<file path="src/rtl/sdram_rd_pkg.sv">
// Shared types and constants for the SDRAM block-read feeder.
package sdram_rd_pkg;

  typedef enum logic [1:0] {
    IDLE,
    ISSUE,
    DRAIN,
    DONE
  } state_e;

  localparam int BLEN_W        = 5;
  localparam int INFLIGHT_W    = 7;
  localparam int DEF_BURST_LEN = 8;
  localparam int DEF_MARGIN    = 4;

  // Length of the next burst: the smaller of the remaining words and the burst cap.
  function automatic logic [BLEN_W-1:0] burst_len(input logic [31:0] remaining,
                                                  input logic [31:0] max_len);
    if (remaining < max_len) begin
      return remaining[BLEN_W-1:0];
    end
    return max_len[BLEN_W-1:0];
  endfunction

endpackage

</file>
<file path="src/rtl/sdram_read_credit.sv">
// In-flight word counter and FIFO credit check for the SDRAM read feeder.
module sdram_read_credit
  import sdram_rd_pkg::*;
#(
  parameter int FIFO_DEPTH = 64,
  parameter int MARGIN     = DEF_MARGIN
) (
  input  logic                  clk,
  input  logic                  aclr,
  input  logic                  issue,
  input  logic [BLEN_W-1:0]     issue_len,
  input  logic [BLEN_W-1:0]     query_len,
  input  logic                  rd_valid,
  input  logic [5:0]            wrusedw,
  input  logic                  wrfull,
  output logic                  credit_ok,
  output logic [INFLIGHT_W-1:0] inflight,
  output logic                  inflight_next_zero
);

  localparam logic [7:0] LIMIT = 8'(FIFO_DEPTH - MARGIN);

  logic [INFLIGHT_W-1:0] inflight_q, inflight_d, base;
  logic [7:0]            need;

  // A word returning while nothing is outstanding is stale and must not underflow the count.
  // Credit is judged against the count including a burst handed off this cycle, without
  // crediting back a word returning this cycle, so the check stays conservative.
  always_comb begin
    base       = inflight_q + (issue ? INFLIGHT_W'(issue_len) : '0);
    inflight_d = base;
    if (rd_valid && (inflight_q != '0)) begin
      inflight_d = base - INFLIGHT_W'(1);
    end
    need      = 8'(wrusedw) + 8'(base) + 8'(query_len);
    credit_ok = !wrfull && (need <= LIMIT);
  end

  always_ff @(posedge clk or posedge aclr) begin
    if (aclr) begin
      inflight_q <= '0;
    end else begin
      inflight_q <= inflight_d;
    end
  end

  assign inflight           = inflight_q;
  assign inflight_next_zero = (inflight_d == '0);

endmodule

</file>
<file path="src/rtl/sdram_read_burst.sv">
// Splits block-read requests into credit-limited SDRAM bursts and forwards returned words to the FIFO.
module sdram_read_burst
  import sdram_rd_pkg::*;
#(
  parameter int ADDR_W     = 25,
  parameter int LEN_W      = 16,
  parameter int BURST_LEN  = DEF_BURST_LEN,
  parameter int FIFO_DEPTH = 64,
  parameter int MARGIN     = DEF_MARGIN
) (
  input  logic              clk,
  input  logic              aclr,
  input  logic              req_valid,
  output logic              req_ready,
  input  logic [ADDR_W-1:0] req_addr,
  input  logic [LEN_W-1:0]  req_len,
  output logic              busy,
  output logic              done,
  output logic              err,
  output logic              sdr_cmd_valid,
  input  logic              sdr_cmd_ready,
  output logic [ADDR_W-1:0] sdr_cmd_addr,
  output logic [4:0]        sdr_cmd_len,
  input  logic              sdr_rd_valid,
  input  logic [15:0]       sdr_rd_data,
  output logic              fifo_wrreq,
  output logic [15:0]       fifo_data,
  input  logic [5:0]        fifo_wrusedw,
  input  logic              fifo_wrfull
);

  state_e                state_q, state_d;
  logic [ADDR_W-1:0]     addr_q, addr_d, addr_after;
  logic [ADDR_W-1:0]     cmd_addr_q, cmd_addr_d;
  logic [LEN_W-1:0]      remaining_q, remaining_d, rem_after;
  logic [BLEN_W-1:0]     cmd_len_q, cmd_len_d, query_len;
  logic                  cmd_valid_q, cmd_valid_d;
  logic                  done_q, done_d;
  logic                  err_q, err_d;
  logic                  wrreq_q, wrreq_d;
  logic [15:0]           data_q, data_d;
  logic                  cmd_hs;
  logic                  credit_ok;
  logic                  drain_empty;
  logic [INFLIGHT_W-1:0] inflight;

  // Address and count as they will be once any handshake this cycle completes.
  assign cmd_hs     = cmd_valid_q && sdr_cmd_ready;
  assign rem_after  = cmd_hs ? (remaining_q - LEN_W'(cmd_len_q)) : remaining_q;
  assign addr_after = cmd_hs ? (addr_q + ADDR_W'(cmd_len_q)) : addr_q;
  assign query_len  = burst_len(32'(rem_after), 32'(BURST_LEN));

  sdram_read_credit #(
    .FIFO_DEPTH(FIFO_DEPTH),
    .MARGIN    (MARGIN)
  ) u_credit (
    .clk               (clk),
    .aclr              (aclr),
    .issue             (cmd_hs),
    .issue_len         (cmd_len_q),
    .query_len         (query_len),
    .rd_valid          (sdr_rd_valid),
    .wrusedw           (fifo_wrusedw),
    .wrfull            (fifo_wrfull),
    .credit_ok         (credit_ok),
    .inflight          (inflight),
    .inflight_next_zero(drain_empty)
  );

  always_comb begin
    state_d     = state_q;
    addr_d      = addr_q;
    remaining_d = remaining_q;
    cmd_valid_d = cmd_valid_q;
    cmd_addr_d  = cmd_addr_q;
    cmd_len_d   = cmd_len_q;
    err_d       = err_q;
    done_d      = (state_q == DONE);
    wrreq_d     = sdr_rd_valid;
    data_d      = sdr_rd_data;

    unique case (state_q)
      IDLE: begin
        if (req_valid) begin
          addr_d      = req_addr;
          remaining_d = req_len;
          err_d       = 1'b0;
          state_d     = (req_len == '0) ? DONE : ISSUE;
        end
      end
      ISSUE: begin
        addr_d      = addr_after;
        remaining_d = rem_after;
        // A presented command is frozen until accepted; credit is only consulted for a new one.
        if (cmd_valid_q && !sdr_cmd_ready) begin
          cmd_valid_d = 1'b1;
        end else if (rem_after == '0) begin
          cmd_valid_d = 1'b0;
          cmd_addr_d  = '0;
          cmd_len_d   = '0;
          state_d     = DRAIN;
        end else if (credit_ok) begin
          cmd_valid_d = 1'b1;
          cmd_addr_d  = addr_after;
          cmd_len_d   = query_len;
        end else begin
          cmd_valid_d = 1'b0;
          cmd_addr_d  = '0;
          cmd_len_d   = '0;
        end
      end
      DRAIN: begin
        if (drain_empty) begin
          state_d = DONE;
        end
      end
      DONE: begin
        state_d = IDLE;
      end
      default: begin
        state_d = IDLE;
      end
    endcase

    if (sdr_rd_valid && ((inflight == '0) || fifo_wrfull)) begin
      err_d = 1'b1;
    end
  end

  always_ff @(posedge clk or posedge aclr) begin
    if (aclr) begin
      state_q     <= IDLE;
      addr_q      <= '0;
      remaining_q <= '0;
      cmd_valid_q <= 1'b0;
      cmd_addr_q  <= '0;
      cmd_len_q   <= '0;
      done_q      <= 1'b0;
      err_q       <= 1'b0;
      wrreq_q     <= 1'b0;
      data_q      <= '0;
    end else begin
      state_q     <= state_d;
      addr_q      <= addr_d;
      remaining_q <= remaining_d;
      cmd_valid_q <= cmd_valid_d;
      cmd_addr_q  <= cmd_addr_d;
      cmd_len_q   <= cmd_len_d;
      done_q      <= done_d;
      err_q       <= err_d;
      wrreq_q     <= wrreq_d;
      data_q      <= data_d;
    end
  end

  assign req_ready     = (state_q == IDLE);
  assign busy          = (state_q != IDLE);
  assign done          = done_q;
  assign err           = err_q;
  assign sdr_cmd_valid = cmd_valid_q;
  assign sdr_cmd_addr  = cmd_addr_q;
  assign sdr_cmd_len   = cmd_len_q;
  assign fifo_wrreq    = wrreq_q;
  assign fifo_data     = data_q;

endmodule

</file>
<file path="config.mk">
export PLATFORM = sky130hd
export DESIGN_NAME = sdram_read_burst
export DESIGN_NICKNAME = d
export VERILOG_FILES = /design/src/rtl/sdram_rd_pkg.sv /design/src/rtl/sdram_read_credit.sv /design/src/rtl/sdram_read_burst.sv
export SDC_FILE = /design/constraint.sdc
export NUM_CORES = 1
export LEC_CHECK = 0
export CAP_MARGIN = 30
export CORE_ASPECT_RATIO = 0.8
export CORE_MARGIN = 3
export CORE_UTILIZATION = 52
export CTS_CLUSTER_DIAMETER = 30
export DETAILED_ROUTE_END_ITERATION = 6
export GPL_TIMING_DRIVEN = 0
export PLACE_DENSITY = 0.81
export SLEW_MARGIN = 20
export SYNTH_ARGS = -nofsm -noshare
export SYNTH_HDL_FRONTEND = slang
export SYNTH_SLANG_ARGS = --single-unit
</file>
<file path="constraint.sdc">
create_clock -name clk -period 6.2 [get_ports clk]
set_clock_uncertainty 0.15 [all_clocks]
set_input_delay 0.62 -clock clk [delete_from_list [all_inputs] [get_ports clk]]
set_output_delay 0.62 -clock clk [all_outputs]
set_load 0.01 [all_outputs]
</file>
==> results.json, run 1 <==
{
  "crit_start": "remaining_q[0]",
  "whs_ns": 0.337,
  "io_buffers": 120,
  "max_slew.worst_pin.slew_ns": 1.02,
  "ff2ff_path_depth": 27,
  "avgSynthCellArea_um2": 9.24,
  "cellPowerDensity_mw_per_mm2": 280,
  "cts_root_buf": "clkbuf_16",
  "r2r_slack_ns": 0.30,
  "grt_pass1_wl_mm": 27.4,
  "ant_nets": 0,
  "final_nets": 894,
  "fin_crit_ns": 5.90,
  "setup_viol": 0,
  "drt-total-wl_mm": 17.2,
  "synth_warnings": 0,
  "htreeDepth": 3,
  "cts_tree": "built",
  "drtPass1Iterations": 5,
  "dp_hpwl_mm": 12.9,
  "fmax_mhz": 169,
  "cp-endpoint": "sdr_cmd_addr[3]",
  "ys_seq_area_frac": 0.414,
  "place_ws_ns": -0.790,
  "num_vias": 5615,
  "ys_seq_elements": 100,
  "yosys-top-cells-count": "dfrtp_1 (100), nand2_1 (85), a21oi_1 (58)",
  "diodes": 0,
  "maxSlewHeadroom": 0.315,
  "antenna_found_initial": 0,
  "final_max_slew_viol_count": 0,
  "grt_pass1_vias": 5496,
  "ir_worst_vdd_mv": 0.168,
  "finalPower_w": 0.00219,
  "cts.hold.buffers_added": 0,
  "drt_first_iter_violations": 594,
  "worst_setup_path_end_kind": "flip-flop",
  "setup_ws_ns": 0.297,
  "grt_max_degree": 66,
  "rows": 34,
  "async_reset_ff_frac": 1.00,
  "die_area_mm2": 0.0130,
  "ios": 121,
  "cp_max_fo": 10,
  "start_util": 0.544,
  "area_growth_pct": 29.5,
  "fin_setup_tns_ns": 0,
  "period_share": 0.952,
  "hold_viol": 0,
  "ys.flop_type": "dfrtp_1",
  "clock_latency_ns": 0.36,
  "ys_types": 81,
  "required_ns": 6.28,
  "grt_overflow": 0,
  "drive_gt1_frac": 0.0705,
  "synth_area_mm2": 0.00604,
  "grt_usage": 0.264,
  "fp.dieW_um": 127,
  "drc": 0,
  "yosysMostFrequentCell": "dfrtp_1",
  "yosys.area.top_type": "dfrtp_1",
  "cts.path.max_buffers": 2,
  "outcome": "finished clean",
  "synth_cells": 654,
  "p_leak_nw": 3.36,
  "crit_arrival_ns": 5.99,
  "r2r-start": "remaining_q[0]",
  "hold_path_class": "flip-flop to flip-flop",
  "die_h_um": 102,
  "synth_edf_count": 0,
  "synthTopCellsByArea": "dfrtp_1 (41%), ha_1 (5.6%), nand2_1 (5.3%)",
  "avgRoutedWirePerCell_um": 18.3,
  "cts_made_buffers": 9,
  "clkTransAtPathRegs_ns": 0.08,
  "synth_top_area_share": 0.414,
  "r2r_end": "sdr_cmd_addr[3]",
  "crit_type": "flip-flop to flip-flop",
  "viasPerCell": 5.99,
  "maxCapViolCount": 0,
  "syn_nets": 759,
  "worstSetupStartpointType": "flip-flop",
  "core_mm2": 0.0111,
  "routabilityCongestion": 0.936,
  "cts.sink_count": 100
}
## flip-flops by register name, summed over array words and instances, names as in the netlist
| signal | cells |
|---|---|
| addr_q | 25 |
| sdr_cmd_addr | 25 |
| fifo_data | 16 |
| remaining_q | 16 |
| u_credit.inflight | 7 |
| sdr_cmd_len | 5 |
| state_q | 2 |
| done | 1 |
| err | 1 |
| fifo_wrreq | 1 |
| sdr_cmd_valid | 1 |
## where the power goes
part	internal, W	total [W]	switching [W]
Clock	0.000320	0.000593	0.000273
Combinational	0.000343	0.000800	0.000458
Sequential	0.000725	0.000796	0.0000711
## layer usage
layer	vias up	routed length [µm]	part of all wire	GRT usage
li1	2609	-	-	-
met1	2708	7690	0.45	0.380
met2	269	7840	0.46	0.420
met3	29	1380	0.080	0.0470
met4	0	252	0.015	0.0627
met5	-	0	0	0
## layout by cell type (no fill, tap or decap), types with 3 or more instances in the layout
cell	n
clkdlybuf4s50_1	119
dfrtp_1	98
nand2_1	85
a21oi_1	58
nor2_1	43
o21ai_0	28
inv_1	28
o22ai_1	28
ha_1	27
clkbuf_1	23
o21ai_1	23
nand3_1	19
xnor2_1	19
xor2_1	17
mux2i_1	14
nor3_1	12
a21o_1	10
fa_1	9
clkbuf_16	9
and3_1	8
o21a_1	6
a31oi_1	5
nor4_1	4
o22a_1	4
a32o_1	4
buf_4	4
nand4_1	3
and2_1	3
or3_1	3
clkinv_4	3
## per-stage QoR
stage          instance area [µm²]  instances   util
3_3_place_gp                  7420        918  0.668
6_report                      7820        938  0.705
4_1_cts                       7780        936  0.701
5_1_grt                       7820        938  0.705
3_5_place_dp                  7460        920  0.672
2_1_floorplan                 6040        654      -
## cells by family after synthesis
family / share of synthesized area
buf+inv: 0.0410
simple gates: 0.175
other cells: 0.000621
compound gates: 0.198
fa+ha+maj: 0.0874
flops: 0.414
mux: 0.0275
xor+xnor: 0.0559
## critical path, stage by stage, from the launching register on
cell and delay (ns):
dfrtp_1 0.45, inv_1 0.08, ha_1 0.16, inv_1 0.07, fa_1 0.41, a211oi_2 0.29, or2_0 0.15, buf_2 0.17
nand3_1 0.15, xnor2_1 0.21, nor4_4 0.27, and2_1 0.18, buf_6 0.13, nand2_1 0.08, fa_1 0.45, inv_1 0.08
ha_1 0.17, inv_1 0.06, fa_1 0.39, xor2_1 0.16, a2111oi_2 0.39, mux2_2 0.23, a221oi_1 0.08, o21ai_2 0.30
nor2_4 0.10, nand2_4 0.12, buf_4 0.19, o21ai_1 0.09
## worst min-delay path by stage
| stage | end | start | cells after the start | slack, ns |
|---|---|---|---|---|
| 6_report | sdr_cmd_addr[7] | sdr_cmd_addr[7] | 2 | 0.34 |
| 5_1_grt | sdr_cmd_addr[10] | sdr_cmd_addr[10] | 2 | 0.37 |
| 4_1_cts | sdr_cmd_addr[13] | sdr_cmd_addr[13] | 2 | 0.34 |
| 3_5_place_dp | sdr_cmd_addr[13] | sdr_cmd_addr[13] | 2 | 0.33 |
| 3_3_place_gp | sdr_cmd_addr[12] | sdr_cmd_addr[12] | 2 | 0.32 |
| 2_1_floorplan | addr_q[2] | addr_q[2] | 2 | 0.33 |
## cell type report
class                   count  area (µm²)
inverters                  29         114
repair buffers            124        1250
plain buffers              30         144
fillers                   841        3280
well taps                 144         180
multi-input cells         495        3320
flip-flops and latches    100        2500
clock buffers               9         225
clock inverters             7        83.8
## repair_timing
| action | in CTS | in global routing |
|---|---|---|
| endpoints found under the hold margin | 0 | 0 |
| setup buffers | 0 | 2 |
| gates resized for setup | 5 | 9 |
| pin swaps | 0 | 3 |
| setup endpoints to repair | 29 | 29 |
No activity file was read; power rests on OpenSTA's default activity.
==> inputs of run 2 (changes only) <==
--- a/config.mk
+++ b/config.mk
@@ -8,11 +8,11 @@
 export CAP_MARGIN = 30
 export CORE_ASPECT_RATIO = 0.8
 export CORE_MARGIN = 3
-export CORE_UTILIZATION = 52
+export CORE_UTILIZATION = 47
 export CTS_CLUSTER_DIAMETER = 30
 export DETAILED_ROUTE_END_ITERATION = 6
 export GPL_TIMING_DRIVEN = 0
-export PLACE_DENSITY = 0.81
+export PLACE_DENSITY = 0.77
 export SLEW_MARGIN = 20
 export SYNTH_ARGS = -nofsm -noshare
 export SYNTH_HDL_FRONTEND = slang
==> constraint.sdc (replaced) <==
create_clock -name clk -period 5.1 [get_ports clk]
set_clock_uncertainty 0.15 [all_clocks]
set_input_delay 0.51 -clock clk [delete_from_list [all_inputs] [get_ports clk]]
set_output_delay 0.51 -clock clk [all_outputs]
set_load 0.01 [all_outputs]
==> run 2 against run 1 <==
Compared with the run above: the flow now finishes with violations (setup timing); sequential share of layout area down 1.3 points; utilization shrank 4.5 points; global-route usage shrank 2.4 points; non-clock buffer count rose by 15; clock-buffer cell count is the same; clock power increased by 16%; worst setup slack lost 0.70 ns; routed wire length grew 2.0%; cell count increased by 4.5%; largest cell class unchanged; largest power group unchanged.
==> results.json, run 2 (same netlist as run 1, synthesis figures left out) <==
{
  "placed_cells": 946,
  "final_nets": 909,
  "clkTransAtPathRegs_ns": 0.08,
  "cp_max_fo": 8,
  "start_util": 0.488,
  "pwr-share-seq": 0.342,
  "stdcell_count": 980,
  "drc": 0,
  "ir_worst_vdd_mv": 0.200,
  "drtPass1Iterations": 7,
  "layout_commonest_cell": "clkdlybuf4s50_1",
  "maxCapViolCount": 0,
  "period_share": 1.08,
  "dp_hpwl_mm": 12.8,
  "die_area_mm2": 0.0143,
  "routabilityCongestion": 0.905,
  "hold_path_class": "input port to asynchronous set/reset pin",
  "clock_power_share": 0.243,
  "r2r-start": "sdr_cmd_len[4]",
  "layout_common_cells": "clkdlybuf4s50_1 (119), dfrtp_1 (97), nand2_1 (84)",
  "die_h_um": 107,
  "diodes": 0,
  "crit_family": "simple AND/OR/NAND/NOR gates",
  "cp_slowest_stage_delay_ns": 0.46,
  "grt_usage": 0.240,
  "violations": "setup timing",
  "htreeDepth": 3,
  "clock_latency_ns": 0.36,
  "antenna_found_initial": 0,
  "grt_max_degree": 80,
  "fin_area_mm2": 0.00817,
  "drt-total-wl_mm": 17.5,
  "dpl_cell_area_mm2": 0.00762,
  "maxSlewHeadroom": 0.453,
  "power.internal_w": 0.00176,
  "setup_viol": 30,
  "outcome": "complete, but fails checks",
  "cts.path.max_buffers": 2,
  "cts_tree": "built",
  "nFillCells": 1012,
  "fp.dieW_um": 133,
  "r2r_slack_ns": -0.40,
  "num_vias": 5666,
  "final_max_slew_viol_count": 0,
  "required_ns": 5.19,
  "r2r_end": "sdr_cmd_addr[16]",
  "ff2ff_path_depth": 23,
  "grt_pass1_wl_mm": 27.5,
  "drt_first_iter_violations": 402,
  "avgRoutedWirePerCell_um": 17.9,
  "cts_root_buf": "clkbuf_16",
  "cts.sink_count": 100,
  "viasPerCell": 5.78,
  "ios": 121,
  "hold_viol": 0,
  "worstSetupStartpointType": "flip-flop",
  "grt_pass1_vias": 5510,
  "place_ws_ns": -1.16,
  "core_mm2": 0.0124,
  "drive_gt1_frac": 0.132,
  "grt_overflow": 0,
  "p_leak_nw": 3.50,
  "fmax_mhz": 182,
  "p_sw_w": 0.00106,
  "path_buf_inv": 4,
  "io_buffers": 120,
  "crit_chain": "inv_2, ha_2, nand3b_4, or3_4, nor3_4, mux2_4, nor4_4, and2_4, nand2_2, fa_1, inv_1, ha_2, inv_2, fa_2, xor2_2, a2111oi_4, mux2_4, a221oi_2, o21ai_2, nor2_4, nand2_4, clkbuf_16, o21ai_2",
  "netSwitchingFraction": 0.376,
  "power_frac_comb": 0.415,
  "fin_crit_ns": 5.50,
  "setup_ws_ns": -0.403,
  "cellPowerDensity_mw_per_mm2": 346,
  "rows": 36,
  "ant_nets": 0,
  "cts_made_buffers": 9,
  "worst_setup_path_end_kind": "flip-flop",
  "max_slew.worst_pin.slew_ns": 0.815,
  "area_growth_pct": 35.2,
  "crit_arrival_ns": 5.60,
  "rsz0062_at_grt": "true",
  "crit_type": "flip-flop to flip-flop",
  "cpMaxStageDelayCell": "fa_1"
}
-- run 2: repair_timing --
item                       4_1_cts  5_1_grt
setup endpoints to repair       30       30
resized for setup               16       16
setup buffers                   10        6
hold buffers                     0        0
gates cloned                     1        1
pin swaps                       14        5
-- run 2: worst max-delay path by stage --
stage	depth (start not counted)	start	endpoint	slack (ns)
finish	23	sdr_cmd_len[4]	sdr_cmd_addr[16]	-0.40
global route	23	sdr_cmd_len[4]	sdr_cmd_addr[16]	-0.54
floorplan	24	sdr_cmd_len[1]	sdr_cmd_addr[3]	-0.01
detailed placement	21	sdr_cmd_ready	sdr_cmd_addr[16]	-1.16
CTS	26	remaining_q[0]	sdr_cmd_len[0]	-0.39
global placement	21	sdr_cmd_ready	sdr_cmd_addr[23]	-1.06
-- run 2: stage by stage --
step / total power, W / util / setup TNS, ns / hold slack, ns
6_report: 0.00282 / 0.659 / -11.04 / 0.317
5_1_grt: 0.00298 / 0.659 / -15.25 / 0.342
4_1_cts: 0.00276 / 0.650 / -10.82 / 0.322
3_5_place_dp: 0.00201 / 0.615 / -31.54 / 0.324
3_3_place_gp: 0.00196 / 0.613 / -28.79 / 0.320
2_1_floorplan: 0.00169 / - / -0.289 / 0.325
-- run 2: metal layers --
metal	routed length, µm	global-route usage	part of all wire	vias up
met4	340	0.0645	0.019	0
li1	-	-	-	2626
met3	1340	0.0477	0.077	36
met1	7590	0.335	0.43	2747
met2	8240	0.386	0.47	257
met5	0	0	0	-
-- run 2: layout make-up --
cell class	instances	area, µm²	share of cell area
buffer	29	144	0.0176
clock buffer	9	225	0.0276
clock inverter	7	67.6	0.00827
inverter	29	116	0.0142
multi-input combinational	495	3500	0.428
sequential	100	2510	0.307
tap	171	214	0.0262
timing repair buffer	140	1400	0.171
-- run 2: power groups by stage --
stage	registers (W)	logic, W	clock network (W)
detailed placement	0.000979	0.00103	0
CTS	0.000966	0.00111	0.000688
finish	0.000966	0.00117	0.000687
global placement	0.000978	0.000981	0
floorplan	0.000968	0.000720	0
global route	0.000980	0.00128	0.000723
